$ cat src/rtl/qbu_frag_reassembler.sv
// Reassembles Qbu preemptable-MAC fragments (SMD-S start, SMD-C continuation) into whole frames.
// Define REASM_TIMEOUT_EN to abort a frame whose continuation fails to arrive within TIMEOUT_CYCLES.
module qbu_frag_reassembler #(
   parameter int unsigned DWIDTH         = 8,
   parameter logic [15:0] TIMEOUT_CYCLES = 16'd4096
) (
   input  logic                i_clk,
   input  logic                i_rst,
   input  logic [DWIDTH-1:0]   i_Pmac_rx_axis_data,
   input  logic [15:0]         i_Pmac_rx_axis_user,
   input  logic [DWIDTH/8-1:0] i_Pmac_rx_axis_keep,
   input  logic                i_Pmac_rx_axis_last,
   input  logic                i_Pmac_rx_axis_valid,
   output logic                o_Pmac_rx_axis_ready,
   output logic [DWIDTH-1:0]   o_Pframe_axis_data,
   output logic [15:0]         o_Pframe_axis_user,
   output logic [DWIDTH/8-1:0] o_Pframe_axis_keep,
   output logic                o_Pframe_axis_last,
   output logic                o_Pframe_axis_valid,
   input  logic                i_Pframe_axis_ready,
   output logic [15:0]         o_reasm_ok_cnt,
   output logic [15:0]         o_reasm_err_cnt
);

   typedef enum logic [1:0] {StIdle, StAssemble, StWaitCont, StDrop} state_t;

   state_t              state_q, state_d;
   logic [1:0]          idx_q, idx_d;
   logic [1:0]          exp_cnt_q, exp_cnt_d;
   logic [11:0]         len_q, len_d, len_inc;
   logic [DWIDTH-1:0]   hold_data_q, hold_data_d;
   logic [DWIDTH/8-1:0] hold_keep_q, hold_keep_d;
   logic                hold_vld_q, hold_vld_d;

   logic                emit, emit_last;
   logic [DWIDTH-1:0]   emit_data;
   logic [DWIDTH/8-1:0] emit_keep;
   logic [15:0]         emit_user, err_user;
   logic                ok_inc, err_inc, in_ready;

   logic                info_vld, is_mcrc, is_s, is_c, slot_free;
   logic [7:0]          smd;
   logic [1:0]          frag_cnt, s_idx, c_idx;

`ifdef REASM_TIMEOUT_EN
   logic [15:0]         timer_q, timer_d;
   logic                timer_at_lim;
   assign timer_at_lim = (timer_q == TIMEOUT_CYCLES - 16'd1);
   logic                unused_bits;
   assign unused_bits = ^i_Pmac_rx_axis_user[2:0];
`else
   logic                unused_bits;
   assign unused_bits = ^{i_Pmac_rx_axis_user[2:0], TIMEOUT_CYCLES};
`endif

   assign info_vld  = i_Pmac_rx_axis_user[15];
   assign smd       = i_Pmac_rx_axis_user[14:7];
   assign frag_cnt  = i_Pmac_rx_axis_user[6:5];
   assign is_mcrc   = (i_Pmac_rx_axis_user[4:3] == 2'b10);
   assign slot_free = !o_Pframe_axis_valid || i_Pframe_axis_ready;
   assign len_inc   = (len_q == 12'hFFF) ? len_q : len_q + 12'd1;
   assign err_user  = {1'b1, idx_q, 1'b0, len_q};

   // Ready is held low while reset is asserted so every output reads 0.
   assign o_Pmac_rx_axis_ready = in_ready & ~i_rst;

   always_comb begin
      is_s  = 1'b0;
      is_c  = 1'b0;
      s_idx = 2'd0;
      c_idx = 2'd0;
      if (info_vld) begin
         case (smd)
            8'hE6: begin is_s = 1'b1; s_idx = 2'd0; end
            8'h4C: begin is_s = 1'b1; s_idx = 2'd1; end
            8'h7F: begin is_s = 1'b1; s_idx = 2'd2; end
            8'hB3: begin is_s = 1'b1; s_idx = 2'd3; end
            8'h61: begin is_c = 1'b1; c_idx = 2'd0; end
            8'h52: begin is_c = 1'b1; c_idx = 2'd1; end
            8'h9E: begin is_c = 1'b1; c_idx = 2'd2; end
            8'h2A: begin is_c = 1'b1; c_idx = 2'd3; end
            default: ;
         endcase
      end
   end

   always_comb begin
      state_d     = state_q;
      idx_d       = idx_q;
      exp_cnt_d   = exp_cnt_q;
      len_d       = len_q;
      hold_data_d = hold_data_q;
      hold_keep_d = hold_keep_q;
      hold_vld_d  = hold_vld_q;
      in_ready    = 1'b0;
      emit        = 1'b0;
      emit_data   = i_Pmac_rx_axis_data;
      emit_keep   = i_Pmac_rx_axis_keep;
      emit_last   = 1'b0;
      emit_user   = 16'h0;
      ok_inc      = 1'b0;
      err_inc     = 1'b0;
`ifdef REASM_TIMEOUT_EN
      timer_d     = timer_q;
`endif
      unique case (state_q)
         StIdle: begin
            in_ready = slot_free;
            if (i_Pmac_rx_axis_valid && slot_free) begin
               if (is_s) begin
                  idx_d     = s_idx;
                  exp_cnt_d = 2'd0;
                  len_d     = 12'd1;
                  if (!i_Pmac_rx_axis_last) begin
                     emit    = 1'b1;
                     state_d = StAssemble;
                  end else if (is_mcrc) begin
                     hold_data_d = i_Pmac_rx_axis_data;
                     hold_keep_d = i_Pmac_rx_axis_keep;
                     hold_vld_d  = 1'b1;
                     state_d     = StWaitCont;
`ifdef REASM_TIMEOUT_EN
                     timer_d     = 16'd0;
`endif
                  end else begin
                     emit      = 1'b1;
                     emit_last = 1'b1;
                     emit_user = {1'b0, s_idx, 1'b0, 12'd1};
                     ok_inc    = 1'b1;
                  end
               end else begin
                  // A single-beat orphan is fully consumed here; longer ones drain in DROP.
                  err_inc = 1'b1;
                  if (!i_Pmac_rx_axis_last) state_d = StDrop;
               end
            end
         end
         StAssemble: begin
            in_ready = slot_free;
            if (i_Pmac_rx_axis_valid && slot_free) begin
               len_d = len_inc;
               if (!i_Pmac_rx_axis_last) begin
                  emit = 1'b1;
               end else if (is_mcrc) begin
                  hold_data_d = i_Pmac_rx_axis_data;
                  hold_keep_d = i_Pmac_rx_axis_keep;
                  hold_vld_d  = 1'b1;
                  state_d     = StWaitCont;
`ifdef REASM_TIMEOUT_EN
                  timer_d     = 16'd0;
`endif
               end else begin
                  emit      = 1'b1;
                  emit_last = 1'b1;
                  emit_user = {1'b0, idx_q, 1'b0, len_inc};
                  ok_inc    = 1'b1;
                  state_d   = StIdle;
               end
            end
         end
         StWaitCont: begin
            // The incoming beat only steers the held byte; it is consumed after the transition.
            if (i_Pmac_rx_axis_valid && slot_free) begin
               emit       = 1'b1;
               emit_data  = hold_data_q;
               emit_keep  = hold_keep_q;
               hold_vld_d = 1'b0;
               if (is_c && (c_idx == idx_q) && (frag_cnt == exp_cnt_q)) begin
                  exp_cnt_d = exp_cnt_q + 2'd1;
                  state_d   = StAssemble;
               end else begin
                  emit_last = 1'b1;
                  emit_user = err_user;
                  err_inc   = 1'b1;
                  state_d   = is_s ? StIdle : StDrop;
               end
            end
`ifdef REASM_TIMEOUT_EN
            else if (!i_Pmac_rx_axis_valid && slot_free && timer_at_lim) begin
               emit       = 1'b1;
               emit_data  = hold_data_q;
               emit_keep  = hold_keep_q;
               emit_last  = 1'b1;
               emit_user  = err_user;
               hold_vld_d = 1'b0;
               err_inc    = 1'b1;
               state_d    = StIdle;
            end
            if (!timer_at_lim) timer_d = timer_q + 16'd1;
`endif
         end
         StDrop: begin
            in_ready = 1'b1;
            if (i_Pmac_rx_axis_valid && i_Pmac_rx_axis_last) state_d = StIdle;
         end
      endcase
   end

   always_ff @(posedge i_clk or posedge i_rst) begin
      if (i_rst) begin
         state_q             <= StIdle;
         idx_q               <= 2'd0;
         exp_cnt_q           <= 2'd0;
         len_q               <= 12'd0;
         hold_data_q         <= '0;
         hold_keep_q         <= '0;
         hold_vld_q          <= 1'b0;
         o_Pframe_axis_data  <= '0;
         o_Pframe_axis_user  <= 16'h0;
         o_Pframe_axis_keep  <= '0;
         o_Pframe_axis_last  <= 1'b0;
         o_Pframe_axis_valid <= 1'b0;
         o_reasm_ok_cnt      <= 16'h0;
         o_reasm_err_cnt     <= 16'h0;
      end else begin
         state_q     <= state_d;
         idx_q       <= idx_d;
         exp_cnt_q   <= exp_cnt_d;
         len_q       <= len_d;
         hold_data_q <= hold_data_d;
         hold_keep_q <= hold_keep_d;
         hold_vld_q  <= hold_vld_d;
         if (emit) begin
            o_Pframe_axis_data  <= emit_data;
            o_Pframe_axis_user  <= emit_user;
            o_Pframe_axis_keep  <= emit_keep;
            o_Pframe_axis_last  <= emit_last;
            o_Pframe_axis_valid <= 1'b1;
         end else if (i_Pframe_axis_ready) begin
            o_Pframe_axis_valid <= 1'b0;
         end
         if (ok_inc)  o_reasm_ok_cnt  <= o_reasm_ok_cnt + 16'd1;
         if (err_inc) o_reasm_err_cnt <= o_reasm_err_cnt + 16'd1;
      end
   end

`ifdef REASM_TIMEOUT_EN
   always_ff @(posedge i_clk or posedge i_rst) begin
      if (i_rst) timer_q <= 16'd0;
      else       timer_q <= timer_d;
   end
`endif

endmodule

$ cat config.mk
export PLATFORM = sky130hd
export DESIGN_NAME = qbu_frag_reassembler
export DESIGN_NICKNAME = d
export VERILOG_FILES = /design/src/rtl/qbu_frag_reassembler.sv
export SDC_FILE = /design/constraint.sdc
export NUM_CORES = 1
export LEC_CHECK = 0
export ABC_AREA = 1
export BUFFER_PORTS_ARGS = -buffer_cell sky130_fd_sc_hd__buf_2
export CAP_MARGIN = 20
export CORE_AREA = 2 2 96 98
export DETAILED_ROUTE_END_ITERATION = 12
export DIE_AREA = 0 0 98 100
export PLACE_DENSITY = 0.87
export SYNTH_ARGS = -nofsm -noshare
export SYNTH_HDL_FRONTEND = slang
export SYNTH_SLANG_ARGS = --single-unit
$ cat constraint.sdc
create_clock -name i_clk -period 4.6 [get_ports i_clk]
set_clock_uncertainty 0.1 [all_clocks]
set_input_delay 0.92 -clock i_clk [delete_from_list [all_inputs] [get_ports i_clk]]
set_output_delay 0.92 -clock i_clk [all_outputs]
set_load 0.005 [all_outputs]
==> run metrics <==
count of final setup violators 0; Worst Setup Start Kind primary input; hold_buf cts 0; initial antenna violation count 0; Setup Buffers After CTS 0; largest net degree at the start of global routing 86; NetSw 1.165 mW; Peak supply drop 0.2334 mV; CTS max path bufs 2; required time of the worst setup path 4.79 ns; diodes inserted 0; vias per inst 5.568; Worst Max-Slew Pin Slew 0.7883 ns; GPL Wtd Cong 0.9240; WL/cell 14.23 µm; Area growth, synth to finish 14.08%; vias in the first global route 4355; Tot Pwr 2.749 mW; die area 9800 µm²; Final min period 2.854 ns; Synth area leader dfrtp_1; gr busiest metal met2; mapped cell area 4806 µm²; Mapped Nets 661; Net count, final 742; mean post-synth cell area 7.653 µm²; P_int 1.584 mW; Detail Placement HPWL 8.566 mm; met3 Use GR 3.830%; Initial DRC Count 261; Clk pin slew, worst setup/hold paths 0.10 ns; Die Span Y 100 µm; Netlist cell types 38; Static Leak 2.822 nW; RSZ-0062 raised after global routing false; Pins Over Slew Limit 0; Post-Synthesis Cells 628; Post-synth EDFFs 0; GRT Total Usage 24.39%; # clock sinks 85; Overflow after GRT 0; router iterations before antenna repair 5; #FFs+latches synth 85; met1 Track Usage GR 32.47%; Sw Share 42.38%; Sum Neg Setup Slack 0 ns; DR vias 4594; max frequency 0.3504 GHz; WL final 11.74 mm; Crit Path Max Fanout 22; I/O pins 90; Syn. warnings 0; post-CTS sizing 0; Relative slew margins 47.32%; combinational power share 37.4%; Post-synth top cells nand2_1 (174), dfrtp_1 (85), inv_1 (68); worst hold slack 0.4050 ns; starting density of the core 54.06%; Clock Latency Late Sink 0.36 ns; Final Cycle Share 62.04%; HP Class reg -> reg; share of the synthesized area in the top cell type 44.26%; status finished, final reports clean; final hold vios 0; Main synth FF type dfrtp_1; Worst Path Arrival 3.04 ns; crit path kind in -> reg; Root Driver clkbuf_8; DRC viols 0; critical path endpoint category register; IO buf count 85; largest cells by area after synthesis dfrtp_1 (44%), nand2_1 (14%), nand3_1 (5.6%), xor2_1 (5.5%), inv_1 (5.3%); share of layout cells above drive strength 1 18.49%; sequential share of power 43.8%; antenna viol nets, final 0; CTS tree built; die extent in x 98 µm; max-cap viol count 0; Clk pwr share 18.8%; global-route wire length before repair 19.75 mm; Core Box Area 8890 µm²; H-tree Lvls 3; most frequent cell after synthesis nand2_1; sequential fraction of the synthesis area 44.26%; row count 35; PD cells 501.3 nW/µm²; CTS Buf Count 9; fraction of registers with async set/reset 100.0%; GR Util met2 41.15%
-- critical path, cell delays in order --
cell and delay, ns:
buf_2 0.08, inv_1 0.03, nand2_1 0.12, nand2_2 0.24
inv_1 0.24, nand2_1 0.10, a31oi_1 0.15, nand2_1 0.49
inv_2 0.42, nor2_1 0.09, a31oi_1 0.15
-- area by class of cell --
type                            instances  area [µm²]
Inverter                               78       299.0
Clock inverter                          7       63.81
Sequential cell                        85        2127
Multi-Input combinational cell        448        2270
Clock buffer                            9       123.9
Fill cell                             777        3407
Tap cell                              111       138.9
Timing Repair Buffer                   87       460.4
-- stage by stage --
step / utilization [%] / setup slack (ns) / std cells / instance area (µm²)
after floorplan: - / 0.4196 / 628 / 4806
after global placement: 59.25 / 1.465 / 808 / 5268
after detailed placement: 59.25 / 1.410 / 808 / 5268
after CTS: 61.37 / 1.781 / 824 / 5455
after global routing: 61.67 / 1.503 / 825 / 5483
final: 61.67 / 1.746 / 825 / 5483
-- registers in the layout, summed over array words and instances (netlist names) --
register             flops
o_reasm_ok_cnt          16
hold_data_q              8
o_Pframe_axis_data       8
hold_keep_q              1
len_q                   12
o_Pframe_axis_last       1
idx_q                    2
exp_cnt_q                2
state_q                  2
o_Pframe_axis_keep       1
o_Pframe_axis_valid      1
o_reasm_err_cnt         16
o_Pframe_axis_user      15
-- cells in the final DEF, fill, tap and decap left out, drive strengths merged --
cell type / count
or3: 1
a21oi: 5
clkbuf: 9
xor2: 30
nor3: 14
nand4: 19
nor2: 54
or2: 2
clkinvlp: 2
clkinv: 1
nand3: 56
nor4: 4
dfrtp: 85
o211ai: 5
o21ai: 53
inv: 82
xnor2: 5
o31ai: 1
nand3b: 2
a31oi: 9
ha: 3
conb: 1
o22ai: 1
nand2: 182
buf: 87
a22oi: 1
-- per-layer routing --
layer / vias up / wire, µm
met5: - / 0
met4: 0 / 203
met3: 19 / 695
met2: 187 / 5849
met1: 2193 / 4992
li1: 2195 / -
-- power by group through the flow --
stage / Clock [mW] / Sequential (mW) / Combinational [mW]
3_3_place_gp: 0 / 1.20 / 0.965
6_report: 0.516 / 1.20 / 1.03
4_1_cts: 0.522 / 1.20 / 1.02
5_1_grt: 0.554 / 1.24 / 1.17
3_5_place_dp: 0 / 1.22 / 1.02
2_1_floorplan: 0 / 1.18 / 0.704
-- kinds of logic (layout without fill, tap and decap cells) --
family | Yosys count | after routing | synth area share (%)
AOI/OAI and AO/OA | 75 | 75 | 8.436
xor gates and xnor gates | 35 | 35 | 6.378
adders and majority gates | 3 | 3 | 0.7811
buffers and inverters | 95 | 181 | 8.513
DFF | 85 | 85 | 44.26
other | 1 | 1 | 0.07803
and+or+nand+nor | 334 | 334 | 31.55
-- path summary, 6_finish.rpt --
check / startpoint / to / slack (ns) / depth (start not counted)
setup / recovery: i_Pframe_axis_ready / o_Pframe_axis_data[2] / 1.75 / 11
hold / removal: o_Pframe_axis_user[6] / o_Pframe_axis_user[6] / 0.40 / 2
setup reg to reg: o_Pframe_axis_valid / o_Pframe_axis_data[2] / 2.01 / 9
hold reg to reg: o_Pframe_axis_user[6] / o_Pframe_axis_user[6] / 0.40 / 2
max in group asynchronous: i_rst / len_q[7] / 3.27 / 4
min in group asynchronous: i_rst / state_q[0] / 0.52 / 3
No activity file was read; power rests on OpenSTA's default activity.
